`src/rtl/relobi_rsp_decoder.sv`:
```
// relobi_rsp_decoder: manager-side receiver for the reliable OBI R channel.
// Decodes and corrects Hsiao SEC-DED protected rdata and r_other
// ({err, rid, r_optional}). Corrected beats are buffered in a 2-entry
// registered FIFO and presented as a plain OBI response. Corrected and
// uncorrectable beats are counted for the status register file.
//
// Ports:
//   clk_i, rst_i           clock, asynchronous active-high reset
//   rvalid_i / rready_o    relOBI response handshake
//   rdata_i, rother_i      encoded payloads, ECC in the MSBs
//   rvalid_o / rready_i    OBI response handshake
//   rdata_o, err_o, rid_o, ropt_o   corrected response fields
//   ce_o, ue_o             corrected / uncorrectable flags of the head beat
//   clear_i                synchronous clear of counters and capture
//   ce_cnt_o, ue_cnt_o     saturating event counters
//
// Optional macro RELOBI_RSP_DEC_ERR_CAPTURE_EN adds first-uncorrectable
// capture outputs: cap_valid_o, cap_rid_o, cap_data_syn_o, cap_other_syn_o.
//
// H matrix: check bits use identity columns; payload bit i uses the i-th
// odd-weight (>=3) column, enumerated by weight and then ascending value.

module relobi_rsp_decoder #(
  parameter int unsigned DataWidth     = 32,
  parameter int unsigned IdWidth       = 1,
  parameter int unsigned ROptWidth     = 1,
  parameter int unsigned OtherWidth    = 1 + IdWidth + ROptWidth,
  // Smallest r with 2^(r-1) >= k + r (SEC-DED Hsiao bound).
  parameter int unsigned DataEccWidth  =
      (DataWidth + 2 <= 2)   ? 2 : (DataWidth + 3 <= 4)   ? 3 :
      (DataWidth + 4 <= 8)   ? 4 : (DataWidth + 5 <= 16)  ? 5 :
      (DataWidth + 6 <= 32)  ? 6 : (DataWidth + 7 <= 64)  ? 7 :
      (DataWidth + 8 <= 128) ? 8 : (DataWidth + 9 <= 256) ? 9 :
      (DataWidth + 10 <= 512) ? 10 : 11,
  parameter int unsigned OtherEccWidth =
      (OtherWidth + 2 <= 2)   ? 2 : (OtherWidth + 3 <= 4)   ? 3 :
      (OtherWidth + 4 <= 8)   ? 4 : (OtherWidth + 5 <= 16)  ? 5 :
      (OtherWidth + 6 <= 32)  ? 6 : (OtherWidth + 7 <= 64)  ? 7 :
      (OtherWidth + 8 <= 128) ? 8 : (OtherWidth + 9 <= 256) ? 9 :
      (OtherWidth + 10 <= 512) ? 10 : 11,
  parameter int unsigned CntWidth      = 16
) (
  input  logic                                clk_i,
  input  logic                                rst_i,
  input  logic                                rvalid_i,
  output logic                                rready_o,
  input  logic [DataWidth+DataEccWidth-1:0]   rdata_i,
  input  logic [OtherWidth+OtherEccWidth-1:0] rother_i,
  output logic                                rvalid_o,
  input  logic                                rready_i,
  output logic [DataWidth-1:0]                rdata_o,
  output logic                                err_o,
  output logic [IdWidth-1:0]                  rid_o,
  output logic [ROptWidth-1:0]                ropt_o,
  output logic                                ce_o,
  output logic                                ue_o,
  input  logic                                clear_i,
  output logic [CntWidth-1:0]                 ce_cnt_o,
  output logic [CntWidth-1:0]                 ue_cnt_o
`ifdef RELOBI_RSP_DEC_ERR_CAPTURE_EN
  ,
  output logic                                cap_valid_o,
  output logic [IdWidth-1:0]                  cap_rid_o,
  output logic [DataEccWidth-1:0]             cap_data_syn_o,
  output logic [OtherEccWidth-1:0]            cap_other_syn_o
`endif
);

  localparam int unsigned EntryWidth = DataWidth + 1 + IdWidth + ROptWidth + 2;

  // Payload column idx of an r-bit Hsiao H matrix.
  function automatic int unsigned hsiao_col(int unsigned idx, int unsigned r);
    int unsigned n;
    int unsigned res;
    logic        found;
    n     = 0;
    res   = 0;
    found = 1'b0;
    for (int unsigned w = 3; w <= r; w += 2) begin
      for (int unsigned v = 1; v < (32'd1 << r); v++) begin
        if (!found && ($countones(v) == int'(w))) begin
          if (n == idx) begin
            res   = v;
            found = 1'b1;
          end
          n++;
        end
      end
    end
    return res;
  endfunction

  logic [DataEccWidth-1:0]  dcol [DataWidth];
  logic [OtherEccWidth-1:0] ocol [OtherWidth];

  for (genvar i = 0; i < DataWidth; i++) begin : g_dcol
    localparam int unsigned Col = hsiao_col(i, DataEccWidth);
    assign dcol[i] = DataEccWidth'(Col);
  end

  for (genvar i = 0; i < OtherWidth; i++) begin : g_ocol
    localparam int unsigned Col = hsiao_col(i, OtherEccWidth);
    assign ocol[i] = OtherEccWidth'(Col);
  end

  // ---------------- input-side decode ----------------
  logic [DataWidth-1:0]     data_raw, data_fix;
  logic [DataEccWidth-1:0]  data_calc, data_syn;
  logic                     data_single, data_ue;
  logic [OtherWidth-1:0]    other_raw, other_fix;
  logic [OtherEccWidth-1:0] other_calc, other_syn;
  logic                     other_single, other_ue;

  assign data_raw  = rdata_i[DataWidth-1:0];
  assign other_raw = rother_i[OtherWidth-1:0];

  // rdata syndrome and correction
  always_comb begin
    data_calc   = '0;
    data_fix    = data_raw;
    data_single = 1'b0;
    data_ue     = 1'b0;
    for (int unsigned i = 0; i < DataWidth; i++) begin
      if (data_raw[i]) data_calc = data_calc ^ dcol[i];
    end
    data_syn = data_calc ^ rdata_i[DataWidth +: DataEccWidth];
    if (data_syn != '0) begin
      // weight-1 syndrome is a flipped check bit: payload already correct
      if ($countones(data_syn) == 1) data_single = 1'b1;
      for (int unsigned i = 0; i < DataWidth; i++) begin
        if (data_syn == dcol[i]) begin
          data_fix[i] = ~data_raw[i];
          data_single = 1'b1;
        end
      end
      data_ue = ~data_single;
    end
  end

  // r_other syndrome and correction
  always_comb begin
    other_calc   = '0;
    other_fix    = other_raw;
    other_single = 1'b0;
    other_ue     = 1'b0;
    for (int unsigned i = 0; i < OtherWidth; i++) begin
      if (other_raw[i]) other_calc = other_calc ^ ocol[i];
    end
    other_syn = other_calc ^ rother_i[OtherWidth +: OtherEccWidth];
    if (other_syn != '0) begin
      if ($countones(other_syn) == 1) other_single = 1'b1;
      for (int unsigned i = 0; i < OtherWidth; i++) begin
        if (other_syn == ocol[i]) begin
          other_fix[i] = ~other_raw[i];
          other_single = 1'b1;
        end
      end
      other_ue = ~other_single;
    end
  end

  logic                  beat_ce, beat_ue;
  logic [EntryWidth-1:0] entry_in;

  assign beat_ue  = data_ue | other_ue;
  assign beat_ce  = (data_single | other_single) & ~beat_ue;
  assign entry_in = {data_fix,
                     other_fix[OtherWidth-1] | beat_ue,
                     other_fix[ROptWidth +: IdWidth],
                     other_fix[ROptWidth-1:0],
                     beat_ce,
                     beat_ue};

  // ---------------- 2-entry FIFO ----------------
  logic [EntryWidth-1:0] mem_q [2];
  logic [EntryWidth-1:0] mem_d [2];
  logic                  rptr_q, rptr_d, wptr_q, wptr_d;
  logic [1:0]            cnt_q, cnt_d;
  logic                  push, pop;

  assign rready_o = (cnt_q != 2'd2);
  assign rvalid_o = (cnt_q != 2'd0);
  assign push     = rvalid_i & rready_o;
  assign pop      = rvalid_o & rready_i;

  // Popped slots are zeroed so an empty FIFO presents all-zero outputs.
  always_comb begin
    mem_d  = mem_q;
    rptr_d = rptr_q;
    wptr_d = wptr_q;
    cnt_d  = cnt_q;
    if (pop) begin
      mem_d[rptr_q] = '0;
      rptr_d        = ~rptr_q;
    end
    if (push) begin
      mem_d[wptr_q] = entry_in;
      wptr_d        = ~wptr_q;
    end
    case ({push, pop})
      2'b10:   cnt_d = cnt_q + 2'd1;
      2'b01:   cnt_d = cnt_q - 2'd1;
      default: cnt_d = cnt_q;
    endcase
  end

  always_ff @(posedge clk_i or posedge rst_i) begin
    if (rst_i) begin
      mem_q[0] <= '0;
      mem_q[1] <= '0;
      rptr_q   <= 1'b0;
      wptr_q   <= 1'b0;
      cnt_q    <= 2'd0;
    end else begin
      mem_q[0] <= mem_d[0];
      mem_q[1] <= mem_d[1];
      rptr_q   <= rptr_d;
      wptr_q   <= wptr_d;
      cnt_q    <= cnt_d;
    end
  end

  assign {rdata_o, err_o, rid_o, ropt_o, ce_o, ue_o} = mem_q[rptr_q];

  // ---------------- saturating event counters ----------------
  logic [CntWidth-1:0] ce_cnt_q, ce_cnt_d, ue_cnt_q, ue_cnt_d;

  always_comb begin
    ce_cnt_d = ce_cnt_q;
    ue_cnt_d = ue_cnt_q;
    if (clear_i) begin
      ce_cnt_d = '0;
      ue_cnt_d = '0;
    end else if (push) begin
      if (beat_ce && (ce_cnt_q != '1)) ce_cnt_d = ce_cnt_q + CntWidth'(1);
      if (beat_ue && (ue_cnt_q != '1)) ue_cnt_d = ue_cnt_q + CntWidth'(1);
    end
  end

  always_ff @(posedge clk_i or posedge rst_i) begin
    if (rst_i) begin
      ce_cnt_q <= '0;
      ue_cnt_q <= '0;
    end else begin
      ce_cnt_q <= ce_cnt_d;
      ue_cnt_q <= ue_cnt_d;
    end
  end

  assign ce_cnt_o = ce_cnt_q;
  assign ue_cnt_o = ue_cnt_q;

`ifdef RELOBI_RSP_DEC_ERR_CAPTURE_EN
  // ---------------- first-uncorrectable capture ----------------
  logic                     cap_valid_q, cap_valid_d;
  logic [IdWidth-1:0]       cap_rid_q, cap_rid_d;
  logic [DataEccWidth-1:0]  cap_dsyn_q, cap_dsyn_d;
  logic [OtherEccWidth-1:0] cap_osyn_q, cap_osyn_d;

  always_comb begin
    cap_valid_d = cap_valid_q;
    cap_rid_d   = cap_rid_q;
    cap_dsyn_d  = cap_dsyn_q;
    cap_osyn_d  = cap_osyn_q;
    if (clear_i) begin
      cap_valid_d = 1'b0;
      cap_rid_d   = '0;
      cap_dsyn_d  = '0;
      cap_osyn_d  = '0;
    end else if (push && beat_ue && !cap_valid_q) begin
      cap_valid_d = 1'b1;
      cap_rid_d   = other_raw[ROptWidth +: IdWidth];
      cap_dsyn_d  = data_syn;
      cap_osyn_d  = other_syn;
    end
  end

  always_ff @(posedge clk_i or posedge rst_i) begin
    if (rst_i) begin
      cap_valid_q <= 1'b0;
      cap_rid_q   <= '0;
      cap_dsyn_q  <= '0;
      cap_osyn_q  <= '0;
    end else begin
      cap_valid_q <= cap_valid_d;
      cap_rid_q   <= cap_rid_d;
      cap_dsyn_q  <= cap_dsyn_d;
      cap_osyn_q  <= cap_osyn_d;
    end
  end

  assign cap_valid_o     = cap_valid_q;
  assign cap_rid_o       = cap_rid_q;
  assign cap_data_syn_o  = cap_dsyn_q;
  assign cap_other_syn_o = cap_osyn_q;
`endif

endmodule

```
`config.mk`:
```
export PLATFORM = sky130hd
export DESIGN_NAME = relobi_rsp_decoder
export DESIGN_NICKNAME = d
export VERILOG_FILES = /design/src/rtl/relobi_rsp_decoder.sv
export SDC_FILE = /design/constraint.sdc
export NUM_CORES = 1
export LEC_CHECK = 0
export CAP_MARGIN = 20
export CORE_MARGIN = 1
export CORE_UTILIZATION = 35
export DETAILED_ROUTE_END_ITERATION = 16
export PLACE_DENSITY = 0.64
export SYNTH_ARGS = -nofsm -noshare
export SYNTH_HDL_FRONTEND = slang
export SYNTH_SLANG_ARGS = --single-unit
export TNS_END_PERCENT = 30
```
`constraint.sdc`:
```
create_clock -name clk_i -period 7.47 [get_ports clk_i]
set_input_delay 1.494 -clock clk_i [delete_from_list [all_inputs] [get_ports clk_i]]
set_output_delay 1.494 -clock clk_i [all_outputs]
set_load 0.01 [all_outputs]
```
==> metrics.md, run 1 <==
| Metric | Value |
|---|---|
| Area after DPL | 8600 um^2 |
| Die Y | 144 um |
| Outcome | completed |
| Slew Viols, Final | 0 |
| Register area share after synthesis | 0.390 |
| Vias per std cell | 5.15 |
| Design area | 8910 um^2 |
| Worst path cell trace | clkdlybuf4s50_1 > xnor2_1 > xnor2_1 > xnor3_1 > xnor2_1 > inv_1 > fa_1 > fa_1 > fa_1 > fa_1 > nor2_1 > a2111oi_0 > and4_1 > a21oi_2 > buf_8 > or4_1 > a21oi_1 |
| Final setup vio count | 0 |
| Slowest CP cell | fa_1 |
| Share of the synthesized area in the top cell type | 0.390 |
| CP Buf/Inv Count | 3 |
| Overall Global Routing Usage | 0.188 |
| Worst Setup End Kind | flip-flop |
| Final wirelength | 19000 um |
| CP Launch Type | primary input |
| Largest stage delay on the critical path | 0.57 ns |
| Max Cap Viol | 0 |
| Synth cell types | 52 |
| Worst Tran Pin Value | 1.02 ns |
| Clock Path Buffers | 2 |
| Crit path DAT | 7.05 ns |
| Routed len/inst | 16.7 um |
| Area Growth Syn to Fin | 26.4% |
| Routed Antenna Nets | 0 |
| Net Sw Frac | 0.447 |
| Int Pwr | 1.98 mW |
| Share of layout cells above drive strength 1 | 0.100 |
| Net Switching | 1.60 mW |
| CTS clk-pin slew, worst paths | 0.07 ns |
| CTS resizes | 0 |
| Synthesized area per cell | 9.25 um^2 |
| Post-Syn Instances | 762 |
| Most used DFF post-synth | dfrtp_1 |
| Overflow after GRT | 0 |
| Initial antenna violation count | 0 |
| Post-synth top cells | nand2_1 (113), dfrtp_1 (110), xnor2_1 (82) |
| Fin Setup TNS | 0 ns |
| Largest delay share family, worst path | adder cells |
| Vias in the first global route | 5554 |
| Iter 0 DRT Violations | 414 |
| Standard-cell rows | 51 |
| CP dominant cell by count | fa_1 |
| HPWL Detailed | 13700 um |
| EDFF count, synth | 0 |
| Post-Syn Area | 7050 um^2 |
| Worst-Skew Late Latency | 0.35 ns |
| Pwr dens | 401 nW/um^2 |
| Sequential power share | 0.252 |
| Core Region | 19600 um^2 |
| ANT cells | 0 |
| Clock Root Buffer | clkbuf_16 |
| CTS tree | yes |
| Worst path depth | 17 |
| Largest net degree at the start of global routing | 71 |
| Via count | 5879 |
| CTS Hold Buffers Added | 0 |
| Final Critical Period | 6.77 ns |
| Top-count cell post-synth | nand2_1 |
| Die width | 144 um |
| DR pass1 iterations | 5 |
| Yosys warning count | 0 |
| Lkg Pwr | 3.52 nW |
| Dominant cells by area after synthesis | dfrtp_1 (39%), xnor2_1 (10%), nand2_1 (6.0%), mux2_2 (5.9%), o21ai_0 (5.5%) |
| Logic pwr share | 0.607 |
| Post-synth top area cell | dfrtp_1 |
| Post-CTS setup buffer count | 0 |
| Max VDD drop | 0.237 mV |
| Worst slew margin | 0.322 |
| Initial Utilization | 0.360 |
| Crit-path max FO | 22 |
| Hold path cells | 2 |
| FF-to-FF path depth | 8 |
| First-pass GRT wire length | 29700 um |
| Placer Congestion | 0.985 |
| CP required | 7.75 ns |
| Async set-reset flop share out of synthesis | 1.00 |
| I/O pin count | 122 |
| Clock buffer count from CTS | 9 |
| Flops & latches, synth | 110 |
| Min-delay worst type | flip-flop to flip-flop |
| Final period util | 0.906 |
| Final #Nets | 939 |
| Post-Syn Nets | 830 |
| Hold slack | 0.474 ns |
| F_max | 148 MHz |
| Setup CP Type | primary input to flip-flop |
| Clock skew | 0.0119 ns |
| Die Area | 20700 um^2 |
| RSZ-0062 raised after global routing | no |
| CTS H-Tree Depth | 3 |
| Clock Sinks | 110 |
| Clock network power share | 0.141 |
| DRC | 0 |
| IO buf count | 121 |
| Hold Vio Cnt, Final | 0 |
[path summary, 6_finish.rpt]
path                        startpoint      endpoint  slack (ns)
min in group asynchronous        rst_i   ce_cnt_o[5]        1.70
max reg2reg                ce_cnt_o[4]  ce_cnt_o[10]        4.62
max in group asynchronous        rst_i        rptr_q        4.66
max                        rdata_i[23]  ue_cnt_o[12]        0.70
min                          mem_q[54]     mem_q[54]        0.47
min reg2reg                  mem_q[54]     mem_q[54]        0.47
[area by class of cell]
type,count,area [um^2]
Timing Repair Buffer,139,1370
Inverter,19,73.8
Multi-Input combinational cell,592,4070
Clock buffer,12,256
Sequential cell,110,2750
Tap cell,265,332
Clock inverter,4,52.6
Fill cell,1951,10700
[kinds of logic (layout without fill, tap and decap cells)]
logic type / after synthesis / in the layout / share of synthesized area
muxes: 40 / 40 / 0.0634
xor gates and xnor gates: 121 / 121 / 0.172
DFF: 110 / 110 / 0.390
and+or+nand+nor: 255 / 255 / 0.173
buffers and inverters: 60 / 174 / 0.0332
adders and majority gates: 17 / 17 / 0.0355
AOI/OAI and AO/OA: 159 / 159 / 0.132
[worst reg2reg max path: stages, from the launching register on]
cell and delay, ns:
dfrtp_1 0.41, and3_1 0.22, and4_1 0.24, and3_1 0.20
and2_1 0.18, and3_1 0.21, a41o_1 0.55, or4_1 0.59
a21oi_1 0.16
[through the flow]
step | worst slack, ns | util | power (mW) | std cells
2_1_floorplan | 1.39 | - | 2.25 | 762
3_3_place_gp | 0.256 | 0.438 | 3.02 | 1124
5_1_grt | 0.415 | 0.455 | 3.85 | 1141
4_1_cts | 0.765 | 0.455 | 3.59 | 1141
3_5_place_dp | 0.405 | 0.439 | 3.08 | 1125
6_report | 0.701 | 0.455 | 3.57 | 1141
[flip-flops by register name, summed over array words and instances (netlist names)]
name,flops
ue_cnt_o,16
rptr_q,1
wptr_q,1
cnt_q,2
ce_cnt_o,16
mem_q,74
[placed cells by master (no fill, tap or decap), drive strengths merged, types with 2 or more instances in the layout]
| cell | Yosys | final |
|---|---|---|
| or3 | 5 | 5 |
| nand2 | 113 | 113 |
| o21a | 2 | 2 |
| and3 | 8 | 8 |
| nand4 | 4 | 4 |
| clkdlybuf4s50 | 0 | 121 |
| fa | 5 | 5 |
| mux2 | 37 | 37 |
| and4 | 2 | 2 |
| xnor2 | 87 | 87 |
| buf | 10 | 18 |
| xnor3 | 7 | 7 |
| a22o | 2 | 2 |
| mux2i | 3 | 3 |
| a211oi | 2 | 2 |
| dfrtp | 110 | 110 |
| nand2b | 4 | 4 |
| or2 | 3 | 3 |
| xor2 | 26 | 26 |
| o21ai | 78 | 78 |
| a22oi | 2 | 2 |
| nand3 | 34 | 34 |
| inv | 19 | 21 |
| and2 | 4 | 4 |
| or4 | 29 | 29 |
| nor3 | 14 | 14 |
| a21oi | 35 | 35 |
| o31ai | 28 | 28 |
| clkbuf | 31 | 12 |
| nor2 | 31 | 31 |
| ha | 12 | 12 |
[layer usage]
| layer | global-route usage | routed length, um |
|---|---|---|
| met4 | 0.0582 | 303 |
| met1 | 0.253 | 8680 |
| met3 | 0.0360 | 1000 |
| met5 | 0 | 0 |
| met2 | 0.304 | 9050 |
[power by group through the flow]
stage / Combinational (mW) / Clock [mW] / Sequential [mW]
final: 2.17 / 0.502 / 0.900
after global routing: 2.38 / 0.535 / 0.926
after CTS: 2.17 / 0.517 / 0.901
after detailed placement: 2.17 / 0 / 0.913
after global placement: 2.11 / 0 / 0.905
after floorplan: 1.40 / 0 / 0.845
(Power assumes the default switching activity.)
==> run 2, diff against run 1 <==
--- a/config.mk
+++ b/config.mk
@@ -9,6 +9,7 @@
 export CORE_MARGIN = 1
 export CORE_UTILIZATION = 35
 export DETAILED_ROUTE_END_ITERATION = 16
+export GPL_ROUTABILITY_DRIVEN = 0
 export PLACE_DENSITY = 0.64
 export SYNTH_ARGS = -nofsm -noshare
 export SYNTH_HDL_FRONTEND = slang
==> metrics.md, run 2 (same netlist as run 1, synthesis figures left out) <==
| Metric | Value |
|---|---|
| CTS tree | yes (unchanged) |
| Clock skew | 0.0125 ns (was 0.0119 ns) |
| Vias in the first global route | 5713 (was 5554) |
| Die Y | 144 um (unchanged) |
| Final setup vio count | 0 (unchanged) |
| Worst path cell trace | clkdlybuf4s50_1 > xor2_1 > xnor2_1 > xnor3_1 > xnor2_1 > inv_1 > fa_1 > fa_1 > fa_1 > fa_1 > nor2_1 > a2111oi_0 > and4_1 > a21oi_2 > buf_8 > or4_1 > a21oi_1 (was clkdlybuf4s50_1 > xnor2_1 > xnor2_1 > xnor3_1 > xnor2_1 > inv_1 > fa_1 > fa_1 > fa_1 > fa_1 > nor2_1 > a2111oi_0 > and4_1 > a21oi_2 > buf_8 > or4_1 > a21oi_1) |
| Routed Antenna Nets | 0 (unchanged) |
| I/O pin count | 122 (unchanged) |
| Setup CP Type | primary input to flip-flop (unchanged) |
| Max Cap Viol | 0 (unchanged) |
| Clock Path Buffers | 2 (unchanged) |
| CP Buf/Inv Count | 3 (unchanged) |
| Die Area | 20700 um^2 (unchanged) |
| RSZ-0062 raised after global routing | no (unchanged) |
| HPWL Detailed | 13700 um (about the same) |
| CTS H-Tree Depth | 3 (unchanged) |
| Hold Vio Cnt, Final | 0 (unchanged) |
| Overall Global Routing Usage | 0.191 (was 0.188) |
| Most common cell after layout, fill and taps aside | clkdlybuf4s50_1 (unchanged) |
| Reg2reg start | ce_cnt_o[3] (was ce_cnt_o[4]) |
| CP required | 7.75 ns (about the same) |
| Slew Viols, Final | 0 (unchanged) |
| Final wirelength | 19100 um (was 19000 um) |
| Outcome | completed (unchanged) |
| Crit path launch | rdata_i[26] (was rdata_i[23]) |
| Largest net degree at the start of global routing | 79 (was 71) |
| Critical hold path startpoint | mem_q[0] (was mem_q[54]) |
| Via count | 5920 (was 5879) |
| Standard-cell rows | 51 (unchanged) |
| Crit path DAT | 7.08 ns (was 7.05 ns) |
| DR pass1 iterations | 7 (was 5) |
| ANT cells | 0 (unchanged) |
| Final Critical Period | 6.80 ns (was 6.77 ns) |
| Post-CTS setup buffer count | 0 (unchanged) |
| Area Growth Syn to Fin | 26.2% (was 26.4%) |
| CP dominant cell by count | fa_1 (unchanged) |
| Initial antenna violation count | 0 (unchanged) |
| Final #Nets | 938 (was 939) |
| Hold slack | 0.474 ns (about the same) |
| IO buf count | 121 (unchanged) |
| Max VDD drop | 0.227 mV (was 0.237 mV) |
| Largest register FFs | 74 (unchanged) |
| Routed len/inst | 16.7 um (about the same) |
| Largest stage delay on the critical path | 0.60 ns (was 0.57 ns) |
| Core Region | 19600 um^2 (unchanged) |
| Vias per std cell | 5.19 (was 5.15) |
| Worst slack, placed | 0.327 ns (was 0.405 ns) |
| Filler instances | 1945 (was 1951) |
| F_max | 147 MHz (was 148 MHz) |
| CTS Hold Buffers Added | 0 (unchanged) |
| CTS resizes | 0 (unchanged) |
| Pwr dens | 401 nW/um^2 (about the same) |
| Clock Root Buffer | clkbuf_16 (unchanged) |
| Final period util | 0.911 (was 0.906) |
| Clock Sinks | 110 (unchanged) |
| Final WS setup | 0.665 ns (was 0.701 ns) |
| Worst Tran Pin Value | 0.997 ns (was 1.02 ns) |
| DRC | 0 (unchanged) |
| Largest delay share family, worst path | adder cells (unchanged) |
| Initial Utilization | 0.360 (unchanged) |
| Largest Register | mem_q (unchanged) |
| Die width | 144 um (unchanged) |
| Crit-path max FO | 26 (was 22) |
| Most frequent cells in the layout | clkdlybuf4s50_1 (121), nand2_1 (113), dfrtp_1 (109) (unchanged) |
| Overflow after GRT | 0 (unchanged) |
| Worst-Skew Late Latency | 0.36 ns (was 0.35 ns) |
| Clock buffer count from CTS | 9 (unchanged) |
| Share of layout cells above drive strength 1 | 0.101 (was 0.100) |
| Iter 0 DRT Violations | 466 (was 414) |
| Slowest CP cell | clkdlybuf4s50_1 (was fa_1) |
| Worst Setup End Kind | flip-flop (unchanged) |
| Worst slew margin | 0.336 (was 0.322) |
| Min-delay worst type | flip-flop to flip-flop (unchanged) |
| First-pass GRT wire length | 30500 um (was 29700 um) |
| CP Launch Type | primary input (unchanged) |
| Lkg Pwr | 3.52 nW (about the same) |
| CTS clk-pin slew, worst paths | 0.08 ns (was 0.07 ns) |
| Fin Setup TNS | 0 ns (unchanged) |
## run 2: layout make-up
class	instances	area, um^2	area share
Clock buffer	9	225	0.0253
Multi-Input combinational cell	592	4070	0.458
Tap cell	265	332	0.0373
Sequential cell	110	2750	0.310
Timing Repair Buffer	138	1360	0.153
Inverter	19	73.8	0.00830
Clock inverter	7	78.8	0.00886
## run 2: path summary, 6_finish.rpt
check / endpoint / slack [ns] / cells after the start
worst max-delay path: ue_cnt_o[2] / 0.67 / 17
worst min-delay path: mem_q[0] / 0.47 / 2
worst max register to register: ce_cnt_o[12] / 4.62 / 8
worst min register to register: mem_q[0] / 0.47 / 2
max in group asynchronous: rptr_q / 4.60 / 3
min in group asynchronous: ue_cnt_o[10] / 1.49 / 2
## run 2: where the power goes
part	internal, mW	switching (mW)
Combinational	0.926	1.24
Clock	0.265	0.235
Sequential	0.766	0.133
## run 2: worst reg2reg max path: cells and delay by family (launching register included)
kind	cells	cell delay (ns)
AND/OR/NAND/NOR	6	1.62
AO/OA/AOI/OAI	2	0.71
flip-flops	1	0.43
## run 2: routing by layer
| layer | track usage | vias to the layer above | share of wire |
|---|---|---|---|
| li1 | - | 2881 | - |
| met1 | 0.266 | 2865 | 0.47 |
| met2 | 0.305 | 158 | 0.48 |
| met3 | 0.0313 | 16 | 0.043 |
| met4 | 0.0515 | 0 | 0.014 |
| met5 | 0 | - | 0 |
## run 2: per-stage QoR
stage,power (mW),cell area (um^2),cells,utilization
after floorplan,2.25,7050,762,-
after global placement,3.00,8580,1123,0.438
after detailed placement,3.08,8590,1124,0.439
after CTS,3.58,8900,1140,0.454
after global routing,3.85,8900,1140,0.454
final,3.57,8900,1140,0.454
